`src/rtl/controle_somador_serial_pkg.sv`:
```
// rtl/controle_somador_serial_pkg.sv - shared state encoding and default width for the serial adder
package controle_somador_serial_pkg;

  localparam int N_PADRAO = 4;

  typedef enum logic [1:0] {
    IDLE = 2'd0,
    RUN  = 2'd1,
    DONE = 2'd2
  } estado_t;

endpackage

```
`src/rtl/controle_somador_serial_if.sv`:
```
// rtl/controle_somador_serial_if.sv - request/result bundle between the board inputs and the serial adder
interface controle_somador_serial_if #(parameter int N = 4);

  logic         start;
  logic         sub;
  logic         cin;
  logic [N-1:0] a;
  logic [N-1:0] b;
  logic [N-1:0] soma;
  logic         cout;
  logic         ovf;
  logic         busy;
  logic         done;

  modport master (
    output start, sub, cin, a, b,
    input  soma, cout, ovf, busy, done
  );

  modport slave (
    input  start, sub, cin, a, b,
    output soma, cout, ovf, busy, done
  );

endinterface

```
`src/rtl/controle_somador_serial_celula.sv`:
```
// rtl/controle_somador_serial_celula.sv - combinational 1-bit full-adder cell shared across all bit positions
module celula_somador (
  input  logic x,
  input  logic y,
  input  logic ci,
  output logic s,
  output logic co
);

  assign s  = x ^ y ^ ci;
  assign co = (x & y) | (x & ci) | (y & ci);

endmodule

```
`src/rtl/controle_somador_serial.sv`:
```
// rtl/controle_somador_serial.sv - bit-serial add/subtract sequencer around one full-adder cell
import controle_somador_serial_pkg::*;

module controle_somador_serial #(
  parameter int N = N_PADRAO
) (
  input logic                      clk,
  input logic                      rst,
  controle_somador_serial_if.slave bus
);

  localparam int KW = $clog2(N + 1);

  estado_t         estado;
  logic [N-1:0]    sa;
  logic [N-1:0]    sb;
  logic [N-1:0]    r;
  logic            c;
  logic [KW-1:0]   k;
  logic            s_bit;
  logic            co_bit;
  logic [N-1:0]    r_next;

  celula_somador u_celula (
    .x  (sa[0]),
    .y  (sb[0]),
    .ci (c),
    .s  (s_bit),
    .co (co_bit)
  );

  assign r_next = {s_bit, r[N-1:1]};

  always_ff @(posedge clk) begin
    if (rst) begin
      estado   <= IDLE;
      sa       <= '0;
      sb       <= '0;
      r        <= '0;
      c        <= 1'b0;
      k        <= '0;
      bus.soma <= '0;
      bus.cout <= 1'b0;
      bus.ovf  <= 1'b0;
      bus.busy <= 1'b0;
      bus.done <= 1'b0;
    end else begin
      bus.done <= 1'b0;
      case (estado)
        IDLE: begin
          if (bus.start) begin
            sa       <= bus.a;
            sb       <= bus.sub ? ~bus.b : bus.b;
            c        <= bus.sub | bus.cin;
            k        <= '0;
            estado   <= RUN;
            bus.busy <= 1'b1;
          end
        end
        RUN: begin
          sa <= sa >> 1;
          sb <= sb >> 1;
          r  <= r_next;
          c  <= co_bit;
          k  <= k + 1'b1;
          // On the MSB slice, c still holds the carry into the MSB, so ovf is formed here
          if (k == KW'(N - 1)) begin
            bus.soma <= r_next;
            bus.cout <= co_bit;
            bus.ovf  <= c ^ co_bit;
            bus.done <= 1'b1;
            estado   <= DONE;
          end else if (k > KW'(N - 1)) begin
            estado   <= IDLE;
            bus.busy <= 1'b0;
          end
        end
        DONE: begin
          estado   <= IDLE;
          bus.busy <= 1'b0;
        end
        default: begin
          estado   <= IDLE;
          bus.busy <= 1'b0;
        end
      endcase
    end
  end

endmodule
```
`src/flat_wrapper.sv`:
```
// flat-port wrapper written by rule: the top's interface ports become plain ports
module controle_somador_serial_flat 
#(
  parameter int N = N_PADRAO
)
  (clk, rst, bus_start, bus_sub, bus_cin, bus_a, bus_b, bus_soma, bus_cout, bus_ovf, bus_busy, bus_done);
  controle_somador_serial_if #(.N(N)) bus_i ();
  input logic clk;
  input logic rst;
  input wire logic [$bits(bus_i.start)-1:0] bus_start;
  input wire logic [$bits(bus_i.sub)-1:0] bus_sub;
  input wire logic [$bits(bus_i.cin)-1:0] bus_cin;
  input wire logic [$bits(bus_i.a)-1:0] bus_a;
  input wire logic [$bits(bus_i.b)-1:0] bus_b;
  output wire logic [$bits(bus_i.soma)-1:0] bus_soma;
  output wire logic [$bits(bus_i.cout)-1:0] bus_cout;
  output wire logic [$bits(bus_i.ovf)-1:0] bus_ovf;
  output wire logic [$bits(bus_i.busy)-1:0] bus_busy;
  output wire logic [$bits(bus_i.done)-1:0] bus_done;
  assign bus_i.start = bus_start;
  assign bus_i.sub = bus_sub;
  assign bus_i.cin = bus_cin;
  assign bus_i.a = bus_a;
  assign bus_i.b = bus_b;
  assign bus_soma = bus_i.soma;
  assign bus_cout = bus_i.cout;
  assign bus_ovf = bus_i.ovf;
  assign bus_busy = bus_i.busy;
  assign bus_done = bus_i.done;
  controle_somador_serial #(.N(N)) u_core (.clk(clk), .rst(rst), .bus(bus_i));
endmodule
```
`config.mk`:
```
export PLATFORM = sky130hd
export DESIGN_NAME = controle_somador_serial_flat
export DESIGN_NICKNAME = d
export VERILOG_FILES = /design/src/rtl/controle_somador_serial_pkg.sv /design/src/rtl/controle_somador_serial_if.sv /design/src/rtl/controle_somador_serial_celula.sv /design/src/rtl/controle_somador_serial.sv /design/src/flat_wrapper.sv
export SDC_FILE = /design/constraint.sdc
export NUM_CORES = 1
export LEC_CHECK = 0
export ABC_AREA = 1
export CAP_MARGIN = 20
export CELL_PAD_IN_SITES_DETAIL_PLACEMENT = 0
export CELL_PAD_IN_SITES_GLOBAL_PLACEMENT = 1
export CORE_ASPECT_RATIO = 0.7
export CORE_MARGIN = 1
export CORE_UTILIZATION = 36
export CTS_CLUSTER_SIZE = 20
export DETAILED_ROUTE_END_ITERATION = 8
export GPL_TIMING_DRIVEN = 0
export PLACE_DENSITY = 0.83
export SYNTH_ARGS = -nofsm -noshare
export SYNTH_HDL_FRONTEND = slang
export SYNTH_SLANG_ARGS = --single-unit
```
`constraint.sdc`:
```
create_clock -name clk -period 1.85 [get_ports clk]
set_clock_uncertainty 0.15 [all_clocks]
set_input_delay 0.185 -clock clk [delete_from_list [all_inputs] [get_ports clk]]
set_output_delay 0.185 -clock clk [all_outputs]
set_load 0.01 [all_outputs]
```
==> summary by stage, run 1 <==
Run status
The run finished with clean final reports.

Worst setup path
Of all nets on the critical path, the largest fanout is 4. The signal on the critical path passes through ha_1 > ha_1 > or2_2 > a21oi_1. The critical path capture point is u_core.k[2]$_SDFFE_PP0P_. STA classifies the critical path endpoint as a register. The most critical setup path has its startpoint at u_core.k[0]$_SDFFE_PP0P_. Counting stages on the worst path, the most repeated cell is sky130_fd_sc_hd__ha_1. The critical path runs through a total of 4 cells. Setup slack on the worst reg-to-reg path comes out at 0.35 ns.

The total buffers and inverters traversed by the critical path is 0. The cell family with the largest share of critical-path delay is adder cells. Data on the critical path arrives at its endpoint at 1.55 ns. The launch point of the worst reg-to-reg path is u_core.k[0]$_SDFFE_PP0P_. The end of the worst register-to-register path is u_core.k[2]$_SDFFE_PP0P_. For the worst flop-to-flop path, the logic depth is 4. The kind of critical path is register to register.

STA classifies the critical path startpoint as a register. The data required time at the worst endpoint is 1.90 ns. On the worst path, the slowest cell contributes a delay of 0.35 ns. The cell type of the slowest stage on the worst timing path is sky130_fd_sc_hd__dfxtp_1.

Routing
The average vias per placed instance is 4.630. The average wire length per cell after detail routing is 10.79 µm. Summed over all layers, the routed wires come to 2157 µm. Across all layers, the routed design uses 926 vias. The first-pass iteration count of the detailed router is 4. The first routing iteration left 48 violations. The remaining number of nets flagged by the antenna check after routing is 0. The DRC violation count after routing is 0.

STA
The count of final max-slew check failures is 0. The final number of hold-violating endpoints was 0. The slew at the pin with the worst max-slew slack is 0.2114 ns. Setup repair after global routing left no endpoint under its margin.

The sum of negative setup slack is 0 ns. The number of endpoints failing setup at the final stage is 0. The worst slew margin relative to its limit is 0.8576. Derived from the worst setup path, the maximum achievable clock frequency is 0.6668 GHz. The ratio of final minimum period to clock period is 0.8106. The shortest period the worst path allows is 1.500 ns. The least setup slack across all paths after layout is 0.3503 ns.

Layout
The synthesis-to-finish area growth is 25.48%. The net total in the final layout is 181. In the final layout, the share of cells above drive strength 1 is 0.1463. The number of filler cells placed in the layout is 279. 0 antenna diodes ended up in the layout.

CTS
The TritonCTS clock tree is yes. The maximum level of the CTS H-tree is 1. The TritonCTS buffer count is 3.

The number of gates resized after CTS was 0. The clock-pin slew reported for the worst setup and hold paths after clock tree synthesis is 0.09 ns. In this run the clock root is driven by a sky130_fd_sc_hd__clkbuf_8.

The clock passes through at most 2 buffers. Post-CTS timing repair inserted 0 buffers for setup. The count of hold-fix buffers inserted at cts is 0. Clock tree synthesis found a total of 25 sinks. For the worst-skew pair, the clock arrives at the later sink with an insertion delay of 0.27 ns.

Die
After floorplanning, the core was divided into 16 placement rows. For this configuration, the core starts out at a cell density of 0.3859. The die covers 3298 µm². The die is 48.35 µm tall. In this run the standard cell core region covers 2863 µm². The chip width is 68.22 µm. The I/O pin count is 21.

Power and ir drop
The internal cell power is 0.8098 mW. Of the total power, combinational logic draws 0.169. The power per cell area is 798.4 nW/µm². Of the total power, registers draw 0.540. The leakage power total is 0.5787 nW.

The analysis attributes to net switching a power of 0.2970 mW. Of the total power, the share spent switching nets is 0.2684. The worst supply voltage drop on vdd is 0.4263 mV. The share of total power in the clock network is 0.290.

Yosys
The count of state elements after synthesis is 25. The cell area that synthesis handed to floorplanning was 1105 µm². By area the synthesized netlist is led by sky130_fd_sc_hd__dfxtp_1 45%, sky130_fd_sc_hd__nor2_1 7.8%, sky130_fd_sc_hd__nand2_1 7.1%. In the synthesized netlist, the number of instances is 141. The average instance in the mapped netlist occupies 7.836 µm². During synthesis, Yosys emitted a total of 0 warnings.

The share of synthesized area in the top cell type comes to 0.4530. The number of library cell types mapped by synthesis is 22. Of the synthesized area, sequential elements account for 0.4530.

The cell taking the most area after synthesis is sky130_fd_sc_hd__dfxtp_1. The number of nets in the synthesized netlist is 157.

Placed design
Timing analysis after detailed placement gives a worst setup slack of 0.3630 ns. The count of buffers added on input and output ports is 19. The routability congestion estimate is 0.7705. The half-perimeter wire length after placement is 1662 µm.

Global routing
The number of global-route vias before repair is 940. The fraction of met2 tracks used by global routing is 0.2614. The met3 track demand over resource is 0.04953. The largest net degree at the start of global routing is 15. The met1 usage is 0.1968. The number of antenna violations at the first check in global routing is 0. The global-route usage over all layers is 0.1573. The busiest metal layer after global routing is met2. The first-pass GRT wire length is 3981 µm. Summed over all layers, the global routing overflow is 0.

Flow run
The number of max-cap violations is 0.

Worst hold path
The tightest min-delay check is of the input pin to register type.
worst register-to-register path, stage by stage (launching register included):
cell and delay, ns:
sky130_fd_sc_hd__dfxtp_1 0.35, sky130_fd_sc_hd__ha_1 0.24, sky130_fd_sc_hd__ha_1 0.27, sky130_fd_sc_hd__or2_2 0.29
sky130_fd_sc_hd__a21oi_1 0.14
sequential cells by signal, summed over array words and instances (netlist names):
signal and count:
u_core.estado 2, u_core.bus.busy 1, u_core.r 3, u_core.k 3, u_core.bus.cout 1, u_core.c 1, u_core.bus.done 1, u_core.bus.soma 4
u_core.sb 4, u_core.bus.ovf 1, u_core.sa 4
power by group through the flow:
stage          Combinational [mW]  Sequential [mW]  Clock [mW]
2_1_floorplan               0.129            0.606           0
3_3_place_gp                0.185            0.609           0
3_5_place_dp                0.189            0.611           0
4_1_cts                     0.189            0.598       0.337
5_1_grt                     0.215            0.604       0.359
6_report                    0.187            0.598       0.321
area by class of cell:
class | count | area [µm²] | area share
Sequential cell | 25 | 500.5 | 0.3610
Tap cell | 36 | 45.04 | 0.03249
Clock inverter | 1 | 5.005 | 0.003610
Clock buffer | 3 | 41.29 | 0.02978
Timing Repair Buffer | 19 | 190.2 | 0.1372
Inverter | 14 | 52.55 | 0.03791
Multi-Input combinational cell | 98 | 519.2 | 0.3745
Buffer | 4 | 32.53 | 0.02347
logic make-up (layout without fill, tap and decap cells):
family                   count (synthesis)  after routing  synth area share
AND/OR/NAND/NOR                         56             56            0.2231
buffers and inverters                   18             41           0.07701
adder cells (fa/ha/maj)                  3              3           0.04077
flip-flops                              25             25            0.4530
AO/OA/AOI/OAI                           37             37            0.1903
XOR/XNOR                                 2              2           0.01586
stage by stage:
stage | power (mW) | utilization | cells | area, µm² | hold WS, ns
global placement | 0.7941 | 0.4681 | 196 | 1340 | 0.2991
global route | 1.178 | 0.4843 | 200 | 1386 | 0.03365
floorplan | 0.7348 | - | 141 | 1105 | 0.1823
finish | 1.107 | 0.4843 | 200 | 1386 | 0.03208
CTS | 1.124 | 0.4843 | 200 | 1386 | 0.02607
detailed placement | 0.7992 | 0.4681 | 196 | 1340 | 0.3082
layout by cell type, fill, tap and decap left out, drive strengths merged:
| cell type | Yosys | layout |
|---|---|---|
| o21a | 1 | 1 |
| clkdlybuf4s50 | 0 | 19 |
| or2 | 1 | 1 |
| clkinv | 0 | 1 |
| o21ai | 20 | 20 |
| clkbuf | 0 | 3 |
| nand3 | 7 | 7 |
| nand2 | 24 | 24 |
| o22ai | 3 | 3 |
| inv | 14 | 14 |
| ha | 2 | 2 |
| nor2 | 24 | 24 |
| buf | 4 | 4 |
| xor2 | 2 | 2 |
| a21oi | 13 | 13 |
| fa | 1 | 1 |
| dfxtp | 25 | 25 |
synth_stat cells (all sizes together):
cell / number
o21a: 1
inv: 14
or2: 1
o22ai: 3
nor2: 24
o21ai: 20
dfxtp: 25
nand3: 7
fa: 1
buf: 4
ha: 2
a21oi: 13
xor2: 2
nand2: 24
how the worst min path moves through the flow:
stage	endpoint	start	slack, ns	depth (start not counted)
6_report	u_core.c$_SDFFE_PP0P_	rst	0.03	2
5_1_grt	u_core.c$_SDFFE_PP0P_	rst	0.03	2
4_1_cts	u_core.c$_SDFFE_PP0P_	rst	0.03	2
3_5_place_dp	u_core.k[2]$_SDFFE_PP0P_	u_core.k[2]$_SDFFE_PP0P_	0.31	2
3_3_place_gp	u_core.sa[3]$_SDFFE_PP0P_	u_core.sa[3]$_SDFFE_PP0P_	0.30	2
2_1_floorplan	u_core.sa[3]$_SDFFE_PP0P_	bus_a[3]	0.18	2
routing by layer:
metal	part of all wire	wire length (µm)
met1	0.51	1100
met2	0.44	949
met3	0.044	94
met4	0.0060	13
met5	0	0
Power figures use the tool's default switching activity.
==> inputs of run 2 (changes only) <==
==> constraint.sdc (replaced) <==
create_clock -name clk -period 1.46 [get_ports clk]
set_clock_uncertainty 0.15 [all_clocks]
set_input_delay 0.146 -clock clk [delete_from_list [all_inputs] [get_ports clk]]
set_output_delay 0.146 -clock clk [all_outputs]
set_load 0.01 [all_outputs]
==> run 2 against run 1 <==
Against the previous run: first-iteration DRC count fell by 2.1%; non-clock buffer count rose by 2; clock power rose by 26%; flip-flop and latch count did not move; largest cell class unchanged; largest power group unchanged.
==> summary by stage, run 2 (same netlist as run 1, synthesis figures left out) <==
Global routing
The global-route usage over all layers is 0.1588. The largest net degree at the start of global routing is 15. The number of antenna violations at the first check in global routing is 0. The first global-routing pass estimated 4015 µm of wire. The total global routing overflow is 0. The number of global-route vias before repair is 947.

Worst setup path
The slack of the worst reg-to-reg path is 0.05 ns. The end of the worst register-to-register path is u_core.sb[0]$_SDFFE_PP0P_. Traced cell by cell, the critical path runs through inv_1 > nand2_2 > nand2_2 > buf_6 > o21ai_2 > a21oi_2. The launch point of the worst reg-to-reg path is u_core.estado[1]$_SDFFE_PP0P_. The worst setup path is launched from a register. The total buffers and inverters traversed by the critical path is 2. On the critical path the largest part of the delay comes from flip-flops. The arrival time at the worst endpoint is 1.43 ns. In this run the number of cells on the critical path is 6.

In this run the worst path has a maximum fanout of 10. The critical path starts at u_core.estado[1]$_SDFFE_PP0P_. The slowest stage of the critical path belongs to the cell sky130_fd_sc_hd__dfxtp_1. Counting stages on the worst path, the most repeated cell is sky130_fd_sc_hd__nand2_2.

The number of cells on the worst reg-to-reg path is 6. The biggest cell delay along the critical path is 0.41 ns. The data required time at the worst endpoint is 1.47 ns. The type of destination of the critical path is a register. The critical path in this run is classified as register to register.

STA
The worst pin sits at a relative slew slack of 0.8541. Setup violations remaining at the end of the flow were counted as 0. After routing, the total negative slack on setup checks comes to 0 ns.

The final number of hold-violating endpoints is 0. The count of final max-slew check failures is 0. The maximum clock rate is 0.7070 GHz.

Setup repair after global routing could not meet its margin everywhere. The slew at the pin with the worst max-slew slack is 0.2166 ns. The final-layout worst hold slack is 0.2930 ns.

Counting I/O delays and the setup requirement, the final critical path takes 1.415 ns. Of the available clock period, the critical path in the final layout requires 0.9688. Setup slack on the critical path of the routed design comes to 0.04549 ns.

Placed design
At the end of routability-driven placement, the weighted congestion stood at 0.7705. The placement-stage worst setup slack is -0.01774 ns. The count of buffers inserted at the top-level ports is 19.

Once detailed placement completed, the half-perimeter wirelength came to 1662 µm.

CTS
The buffer levels on the longest clock path is 2. The TritonCTS clock tree is yes. The insertion delay of the later-clocked pin in the worst-skew pair is 0.26 ns.

The clock tree root driver cell is sky130_fd_sc_hd__clkbuf_8. The maximum level of the CTS H-tree is 1. The clock sink total is 25.

The TritonCTS buffer count is 3. Clock-pin slew was measured on the worst setup and hold paths at 0.09 ns.

Routing
The starting DRC count in detailed routing is 47. The average vias per placed instance is 4.584. The detail route stage leaves a number of antenna-violating nets equal to 0.

For this block, the routed nets add up to 2259 µm of wire. The final route contains 926 vias. In the routed design, unresolved DRC markers number 0.

In the final routed layout, each cell accounts on average for 11.18 µm. The first-pass iteration count of the detailed router is 4.

Layout
In the final layout, the registers with the most flip-flops are u_core.bus.soma x4, u_core.sa x4, u_core.sb x4. In the final layout, the share of cells above drive strength 1 is 0.1928. The multi-input gate area in the final layout is 545.5 µm². The net count of the finished layout is 183.

The number of antenna diodes is 0. The number of filler cells placed in the layout is 274. Relative to the synthesized area, the layout overhead comes to 31.94%. The area of all sequential standard cells is 508.0 µm². In the layout the commonest cells are 23 x sky130_fd_sc_hd__nor2_1, 23 x sky130_fd_sc_hd__dfxtp_1, 21 x sky130_fd_sc_hd__nand2_1, 15 x sky130_fd_sc_hd__o21ai_0, 12 x sky130_fd_sc_hd__clkdlybuf4s50_1.

Worst hold path
The class of the worst hold path is input pin to register. The instance count along the most critical hold path is 3. The start point of the worst min-delay path is bus_a[3]. The worst hold path terminates at u_core.sa[3]$_SDFFE_PP0P_.

Run status
The flow ran to the end, and the final reports show no timing, DRC or antenna violations.

Die
The die area is 3298 µm². The chip width is 68.22 µm. The initial utilization of the core area, before any placement, comes to 0.3859. The standard cell core area is 2863 µm². In this run the vertical extent of the chip is 48.35 µm. In this run the count of I/O pins placed on the die edge is 21. The floorplan row count is 16.

Power and ir drop
The worst supply voltage drop on vdd is 0.5457 mV. The leakage power total is 0.7112 nW. The power per cell area is 967.3 nW/µm².

Flow run
The tool flagged a number of max-cap violations equal to 0.
[run 2: metal layers]
| metal | up-vias | GRT usage | wire length [µm] |
|---|---|---|---|
| met5 | - | 0 | 0 |
| met4 | 0 | 0.03125 | 13 |
| met3 | 2 | 0.04953 | 104 |
| met2 | 18 | 0.2647 | 1013 |
| met1 | 397 | 0.1983 | 1127 |
| li1 | 509 | - | - |
[run 2: cell type report]
cell class,instances,share of cell area
Tap cell,36,0.03090
Buffer,4,0.02403
Inverter,14,0.03605
Clock inverter,1,0.003433
Timing Repair Buffer,21,0.1545
Sequential cell,25,0.3485
Multi-Input combinational cell,98,0.3742
Clock buffer,3,0.02833
[run 2: worst max path at each step]
stage	endpoint
6_report	u_core.sb[0]$_SDFFE_PP0P_
5_1_grt	u_core.sb[1]$_SDFFE_PP0P_
4_1_cts	bus_soma[1]
3_5_place_dp	u_core.k[2]$_SDFFE_PP0P_
3_3_place_gp	u_core.k[2]$_SDFFE_PP0P_
2_1_floorplan	u_core.k[2]$_SDFFE_PP0P_
[run 2: timing repair]
action / CTS / global route
endpoints found under the hold margin: 1 / 0
pin swaps: 0 / 0
resized for setup: 2 / 16
gates cloned: 0 / 0
setup buffers: 0 / 1
hold buffers: 1 / 0
endpoints found under the setup margin: 1 / 15
[run 2: worst min-delay path, delay by kind of cell]
family	cells	cell delay (ns)
buffers and inverters	1	0.39
AO/OA/AOI/OAI	1	0.06
AND/OR/NAND/NOR	1	0.06
[run 2: through the flow]
stage / power, mW / std cells / instance area, µm² / utilization
after global routing: 1.505 / 202 / 1458 / 0.5092
after detailed placement: 1.013 / 196 / 1340 / 0.4681
after global placement: 1.006 / 196 / 1340 / 0.4681
after floorplan: 0.9311 / 141 / 1105 / -
after CTS: 1.427 / 201 / 1400 / 0.4891
final: 1.410 / 202 / 1458 / 0.5092
[run 2: power breakdown]
group | internal (mW) | total [mW] | switching, mW
logic | 0.117 | 0.248 | 0.131
clock network | 0.191 | 0.403 | 0.212
registers | 0.725 | 0.760 | 0.0343
total | 1.03 | 1.41 | 0.377
